## config.mk

```make
export PLATFORM = sky130hd
export DESIGN_NAME = sysid_info_regs_flat
export DESIGN_NICKNAME = d
export VERILOG_FILES = /design/src/rtl/sysid_info_regs_if.sv /design/src/rtl/sysid_info_regs.sv /design/src/flat_wrapper.sv
export SDC_FILE = /design/constraint.sdc
export NUM_CORES = 1
export LEC_CHECK = 0
export BUFFER_PORTS_ARGS = -buffer_cell sky130_fd_sc_hd__buf_2
export CAP_MARGIN = 20
export CORE_ASPECT_RATIO = 0.75
export CORE_UTILIZATION = 40
export CTS_CLUSTER_DIAMETER = 50
export CTS_CLUSTER_SIZE = 8
export DETAILED_ROUTE_END_ITERATION = 10
export GPL_ROUTABILITY_DRIVEN = 0
export PLACE_DENSITY_LB_ADDON = 0.25
export SLEW_MARGIN = 20
export SYNTH_ARGS = -nofsm -noshare
export SYNTH_HDL_FRONTEND = slang
export SYNTH_SLANG_ARGS = --single-unit
export TNS_END_PERCENT = 1
```

## constraint.sdc

```tcl
create_clock -name clock -period 1.95 [get_ports clock]
set_input_delay 0.195 -clock clock [delete_from_list [all_inputs] [get_ports clock]]
set_output_delay 0.195 -clock clock [all_outputs]
set_load 0.02 [all_outputs]
```

## src/rtl/sysid_info_regs_if.sv

```systemverilog
// Avalon-MM control-slave bundle for the system-identification register block.
// The master drives the transfer; the slave returns registered read data.
interface sysid_info_regs_if;
  logic [2:0]  address;
  logic        read;
  logic        write;
  logic [31:0] writedata;
  logic [3:0]  byteenable;
  logic [31:0] readdata;
  logic        readdatavalid;

  modport master (
    output address,
    output read,
    output write,
    output writedata,
    output byteenable,
    input  readdata,
    input  readdatavalid
  );

  modport slave (
    input  address,
    input  read,
    input  write,
    input  writedata,
    input  byteenable,
    output readdata,
    output readdatavalid
  );
endinterface

```

## src/rtl/sysid_info_regs.sv

```systemverilog
// System-identification slave: build constants, scratch register and a free-running
// uptime counter whose 64-bit value is read coherently as LO then HI.
module sysid_info_regs #(
  parameter logic [31:0] ID_VALUE     = 32'h0000_0000,
  parameter logic [31:0] TIMESTAMP    = 32'h0000_0000,
  parameter logic [31:0] VERSION      = 32'h0001_0000,
  parameter logic [31:0] CLK_FREQ_HZ  = 32'd50_000_000,
  parameter logic [31:0] SCRATCH_INIT = 32'h0000_0000,
  parameter int unsigned CNT_W        = 48
) (
  input  logic              clock,
  input  logic              reset_n,
  sysid_info_regs_if.slave  bus
);

  localparam logic [2:0] AddrId      = 3'd0;
  localparam logic [2:0] AddrTstamp  = 3'd1;
  localparam logic [2:0] AddrVersion = 3'd2;
  localparam logic [2:0] AddrFreq    = 3'd3;
  localparam logic [2:0] AddrScratch = 3'd4;
  localparam logic [2:0] AddrUpLo    = 3'd5;
  localparam logic [2:0] AddrUpHi    = 3'd6;
  localparam logic [2:0] AddrCtrl    = 3'd7;

  logic [CNT_W-1:0] cnt_q, cnt_d;
  logic [31:0]      scratch_q, scratch_d;
  logic [31:0]      hi_snap_q, hi_snap_d;
  logic [31:0]      readdata_q, readdata_d;
  logic             rvalid_q;

  logic [63:0]      cnt_ext;
  logic             wr_en;
  logic             cnt_clr;
  logic [31:0]      rd_word;

  // A read in the same cycle as a write wins; the write is dropped entirely.
  assign wr_en   = bus.write & ~bus.read;
  assign cnt_clr = wr_en & (bus.address == AddrCtrl) & bus.writedata[0];
  assign cnt_ext = 64'(cnt_q);

  always_comb begin
    cnt_d = cnt_clr ? '0 : cnt_q + CNT_W'(1);
  end

  always_comb begin
    scratch_d = scratch_q;
    if (wr_en && (bus.address == AddrScratch)) begin
      for (int b = 0; b < 4; b++) begin
        if (bus.byteenable[b]) begin
          scratch_d[8*b +: 8] = bus.writedata[8*b +: 8];
        end
      end
    end
  end

  always_comb begin
    rd_word = 32'h0;
    unique case (bus.address)
      AddrId:      rd_word = ID_VALUE;
      AddrTstamp:  rd_word = TIMESTAMP;
      AddrVersion: rd_word = VERSION;
      AddrFreq:    rd_word = CLK_FREQ_HZ;
      AddrScratch: rd_word = scratch_q;
      AddrUpLo:    rd_word = cnt_ext[31:0];
      AddrUpHi:    rd_word = hi_snap_q;
      AddrCtrl:    rd_word = 32'h0;
    endcase
  end

  // HI is latched from the same counter sample that LO returns, so no tear on carry.
  always_comb begin
    hi_snap_d  = hi_snap_q;
    readdata_d = readdata_q;
    if (bus.read) begin
      readdata_d = rd_word;
      if (bus.address == AddrUpLo) begin
        hi_snap_d = cnt_ext[63:32];
      end
    end
  end

  always_ff @(posedge clock or negedge reset_n) begin
    if (!reset_n) begin
      cnt_q      <= '0;
      scratch_q  <= SCRATCH_INIT;
      hi_snap_q  <= 32'h0;
      readdata_q <= 32'h0;
      rvalid_q   <= 1'b0;
    end else begin
      cnt_q      <= cnt_d;
      scratch_q  <= scratch_d;
      hi_snap_q  <= hi_snap_d;
      readdata_q <= readdata_d;
      rvalid_q   <= bus.read;
    end
  end

  assign bus.readdata      = readdata_q;
  assign bus.readdatavalid = rvalid_q;

endmodule
```

## src/flat_wrapper.sv

```systemverilog
// flat-port wrapper written by rule: the top's interface ports become plain ports
module sysid_info_regs_flat 
#(
  parameter logic [31:0] ID_VALUE     = 32'h0000_0000,
  parameter logic [31:0] TIMESTAMP    = 32'h0000_0000,
  parameter logic [31:0] VERSION      = 32'h0001_0000,
  parameter logic [31:0] CLK_FREQ_HZ  = 32'd50_000_000,
  parameter logic [31:0] SCRATCH_INIT = 32'h0000_0000,
  parameter int unsigned CNT_W        = 48
)
  (clock, reset_n, bus_address, bus_read, bus_write, bus_writedata, bus_byteenable, bus_readdata, bus_readdatavalid);
  sysid_info_regs_if bus_i ();
  input  logic clock;
  input  logic reset_n;
  input wire logic [$bits(bus_i.address)-1:0] bus_address;
  input wire logic [$bits(bus_i.read)-1:0] bus_read;
  input wire logic [$bits(bus_i.write)-1:0] bus_write;
  input wire logic [$bits(bus_i.writedata)-1:0] bus_writedata;
  input wire logic [$bits(bus_i.byteenable)-1:0] bus_byteenable;
  output wire logic [$bits(bus_i.readdata)-1:0] bus_readdata;
  output wire logic [$bits(bus_i.readdatavalid)-1:0] bus_readdatavalid;
  assign bus_i.address = bus_address;
  assign bus_i.read = bus_read;
  assign bus_i.write = bus_write;
  assign bus_i.writedata = bus_writedata;
  assign bus_i.byteenable = bus_byteenable;
  assign bus_readdata = bus_i.readdata;
  assign bus_readdatavalid = bus_i.readdatavalid;
  sysid_info_regs #(.ID_VALUE(ID_VALUE), .TIMESTAMP(TIMESTAMP), .VERSION(VERSION), .CLK_FREQ_HZ(CLK_FREQ_HZ), .SCRATCH_INIT(SCRATCH_INIT), .CNT_W(CNT_W)) u_core (.clock(clock), .reset_n(reset_n), .bus(bus_i));
endmodule
```

==> flow_metrics.env <==
export IMPL_slew_viol_final=0
export IMPL_route_detailed_drc=0
export IMPL_clock_path_buffers=2
export IMPL_fmax_mhz=529.7
export IMPL_h_tree_depth=4
export IMPL_setup_tns_ns=0
export IMPL_drt_iter0_markers=311
export IMPL_insertedDiodeCount=0
export IMPL_dr_pass1_iters=5
export IMPL_dp_hpwl_um=10710
export IMPL_netlist_area_mm2=0.006042
export IMPL_leakage_nw=3.481
export IMPL_synth_most_common_cell="dfrtp_1"
export IMPL_worstSetupEndpointType="register"
export IMPL_yosys_area_top_type="dfrtp_1"
export IMPL_crit_arrival_ns=2.22
export IMPL_clkLatencyLatePin_ns=0.41
export IMPL_worst_pin_slew_ns=0.5447
export IMPL_grt_overflow=0
export IMPL_fp_row_count=38
export IMPL_setup_viol=0
export IMPL_die_h_um=108.4
export IMPL_syn_area_per_cell_um2=10.75
export IMPL_cts_sinks=129
export IMPL_status="complete, no violations"
export IMPL_slew_headroom_pct=63.69
export IMPL_grt_pass1_wl_um=24560
export IMPL_wirelength_um=15060
export IMPL_pre_cts_ws_ns=0.02811
export IMPL_syn_nets=606
export IMPL_clockRootBuffer="clkbuf_16"
export IMPL_grt_pass1_vias=4708
export IMPL_cts_tree="done"
export IMPL_rsz0062_at_grt="yes"
export IMPL_crit_fanout=6
export IMPL_io_buffers=75
export IMPL_worst_slack_ns=0.06210
export IMPL_ys_ff_latch=129
export IMPL_yosys_top_cells_count="129 x dfrtp_1, 72 x nor2_1, 59 x mux2_2"
export IMPL_core_area_mm2=0.01460
export IMPL_setup_worst_path_start_class="register"
export IMPL_ios=76
export IMPL_seq_area_mm2=0.003231
export IMPL_track_usage_pct=20.93
export IMPL_path_clk_slew_ns=0.06
export IMPL_min_path_type="primary input to register"
export IMPL_dieArea_mm2=0.01561
export IMPL_cts_buffers=17
export IMPL_wl_per_cell_um=16.64
export IMPL_power_density_mw_per_mm2=1126
export IMPL_synth_area_leaders="dfrtp_1 53%, mux2_2 11%, nor2_1 4.5%"
export IMPL_final_nets=737
export IMPL_die_w_um=143.9
export IMPL_synth_distinct_cells=36
export IMPL_fin_crit_sh_pct=96.82
export IMPL_start_util_pct=41.39
export IMPL_async_reset_ff_share_pct=100.0
export IMPL_ys_seq_area_share_pct=53.43
export IMPL_drtAntennaViolNets=0
export IMPL_grt_max_degree=49
export IMPL_syn_to_final_growth_pct=27.33
export IMPL_fillers=1315
export IMPL_synth_top_cell_area_share_pct=53.43
export IMPL_antenna_found_initial=0
export IMPL_syn_inst=562
export IMPL_num_vias=4747
export IMPL_skew_ns=0.009625
export IMPL_min_period_ns=1.888
export IMPL_ir_drop_v=0.0006241
export IMPL_drive_above_1_share_pct=33.33
export IMPL_synth_edf_count=0
export IMPL_max_cap_violations=0
export IMPL_vias_per_cell=5.245
export IMPL_synth_main_ff_cell="dfrtp_1"
export IMPL_cp_required_ns=2.28
export IMPL_hold_violations=0
export IMPL_multi_input_area_mm2=0.002691
export IMPL_path_class="register to register"
export IMPL_ys_warn_count=0
==> worst max-delay path, cell delays in order (launching register included) <==
cell	delay, ns
dfrtp_1	0.40
nand4_4	0.12
buf_6	0.14
nor4_4	0.37
nand3_4	0.13
or4_4	0.49
a21oi_2	0.15
==> cell usage in the layout, fill, tap and decap left out, types with 5 or more instances in the layout <==
cell / synthesis / final
mux2_2: 59 / 59
dfrtp_1: 129 / 127
xnor2_1: 8 / 8
inv_1: 23 / 23
or3_1: 5 / 5
xor2_1: 29 / 29
a21o_1: 5 / 5
clkinv_2: 0 / 5
o22ai_1: 19 / 19
nor3_1: 6 / 6
nor2_1: 72 / 71
buf_4: 0 / 49
a21oi_1: 40 / 38
and3_1: 8 / 8
nor4_1: 6 / 5
buf_2: 2 / 74
dlygate4sd3_1: 0 / 7
nand3_1: 23 / 20
clkbuf_16: 0 / 17
mux2i_1: 19 / 19
nand4_1: 22 / 22
o21ai_0: 7 / 7
nand2_1: 25 / 25
a22oi_1: 6 / 6
==> through the flow <==
| step | total power, mW | hold slack, ns | area, µm² | utilization, % | std cells |
|---|---|---|---|---|---|
| after floorplan | 4.926 | -0.1006 | 6055 | - | 562 |
| after global placement | 5.727 | 0.2144 | 7018 | 48.08 | 863 |
| after detailed placement | 5.800 | 0.2163 | 7018 | 48.08 | 863 |
| after CTS | 8.658 | 0.001059 | 7609 | 52.13 | 900 |
| after global routing | 9.179 | 0.002215 | 7694 | 52.71 | 905 |
| final | 8.662 | 0.01734 | 7694 | 52.71 | 905 |
==> layer usage <==
metal / wire length, µm / vias to the layer above / track usage, % / share of wire (%)
met4: 93 / 0 / 5.167 / 0.62
met1: 7415 / 2371 / 29.92 / 49
met3: 813 / 9 / 6.023 / 5.4
met5: 0 / - / 0 / 0
met2: 6736 / 110 / 30.99 / 45
li1: - / 2257 / - / -
==> registers in the layout, indices dropped and copies added (netlist names) <==
| register | count |
|---|---|
| u_core.scratch_q | 32 |
| u_core.bus.readdata | 32 |
| u_core.hi_snap_q | 16 |
| u_core.bus.readdatavalid | 1 |
| u_core.cnt_q | 48 |
==> area by class of cell <==
cell class | count | area share (%)
well taps | 200 | 3.253
clock inverters | 10 | 0.8294
flip-flops and latches | 129 | 41.99
multi-input cells | 386 | 34.98
inverters | 23 | 1.122
repair buffers | 136 | 11.84
clock buffers | 21 | 5.985
==> cell families (layout without fill, tap and decap cells) <==
group	Yosys count	in the layout	synth area share, %
muxes	78	78	14.14
buffers and inverters	47	190	2.961
and+or+nand+nor	189	189	16.17
AOI/OAI and AO/OA	81	81	7.724
adders and majority gates	1	1	0.2070
xor gates and xnor gates	37	37	5.363
DFF	129	129	53.43
==> path summary, 6_finish.rpt <==
| kind | start | to | slack [ns] | cells past startpoint |
|---|---|---|---|---|
| setup / recovery | u_core.cnt_q[9]$_DFF_PN0_ | u_core.cnt_q[42]$_DFF_PN0_ | 0.06 | 6 |
| min in group asynchronous | reset_n | u_core.scratch_q[8]$_DFFE_PN0P_ | 0.32 | 2 |
| max in group asynchronous | reset_n | u_core.cnt_q[25]$_DFF_PN0_ | 0.99 | 3 |
| hold reg to reg | u_core.hi_snap_q[10]$_DFFE_PN0P_ | u_core.hi_snap_q[10]$_DFFE_PN0P_ | 0.50 | 2 |
| hold / removal | bus_writedata[26] | u_core.scratch_q[26]$_DFFE_PN0P_ | 0.02 | 2 |
| setup reg to reg | u_core.cnt_q[9]$_DFF_PN0_ | u_core.cnt_q[42]$_DFF_PN0_ | 0.06 | 6 |
==> timing repair <==
action                                  in CTS  in global routing
endpoints found under the setup margin       1                  6
resized for setup                            1                 11
buffers inserted                             0                  4
hold endpoints to repair                    41                  1
hold buffers                                 6                  1
pin swaps                                    0                  5
==> power breakdown <==
group          switching [mW]  internal, mW  leakage, nW
logic                   0.980         0.971         1.63
clock network            1.14          1.67        0.250
registers               0.571          3.33         1.60
(Power assumes the default switching activity.)
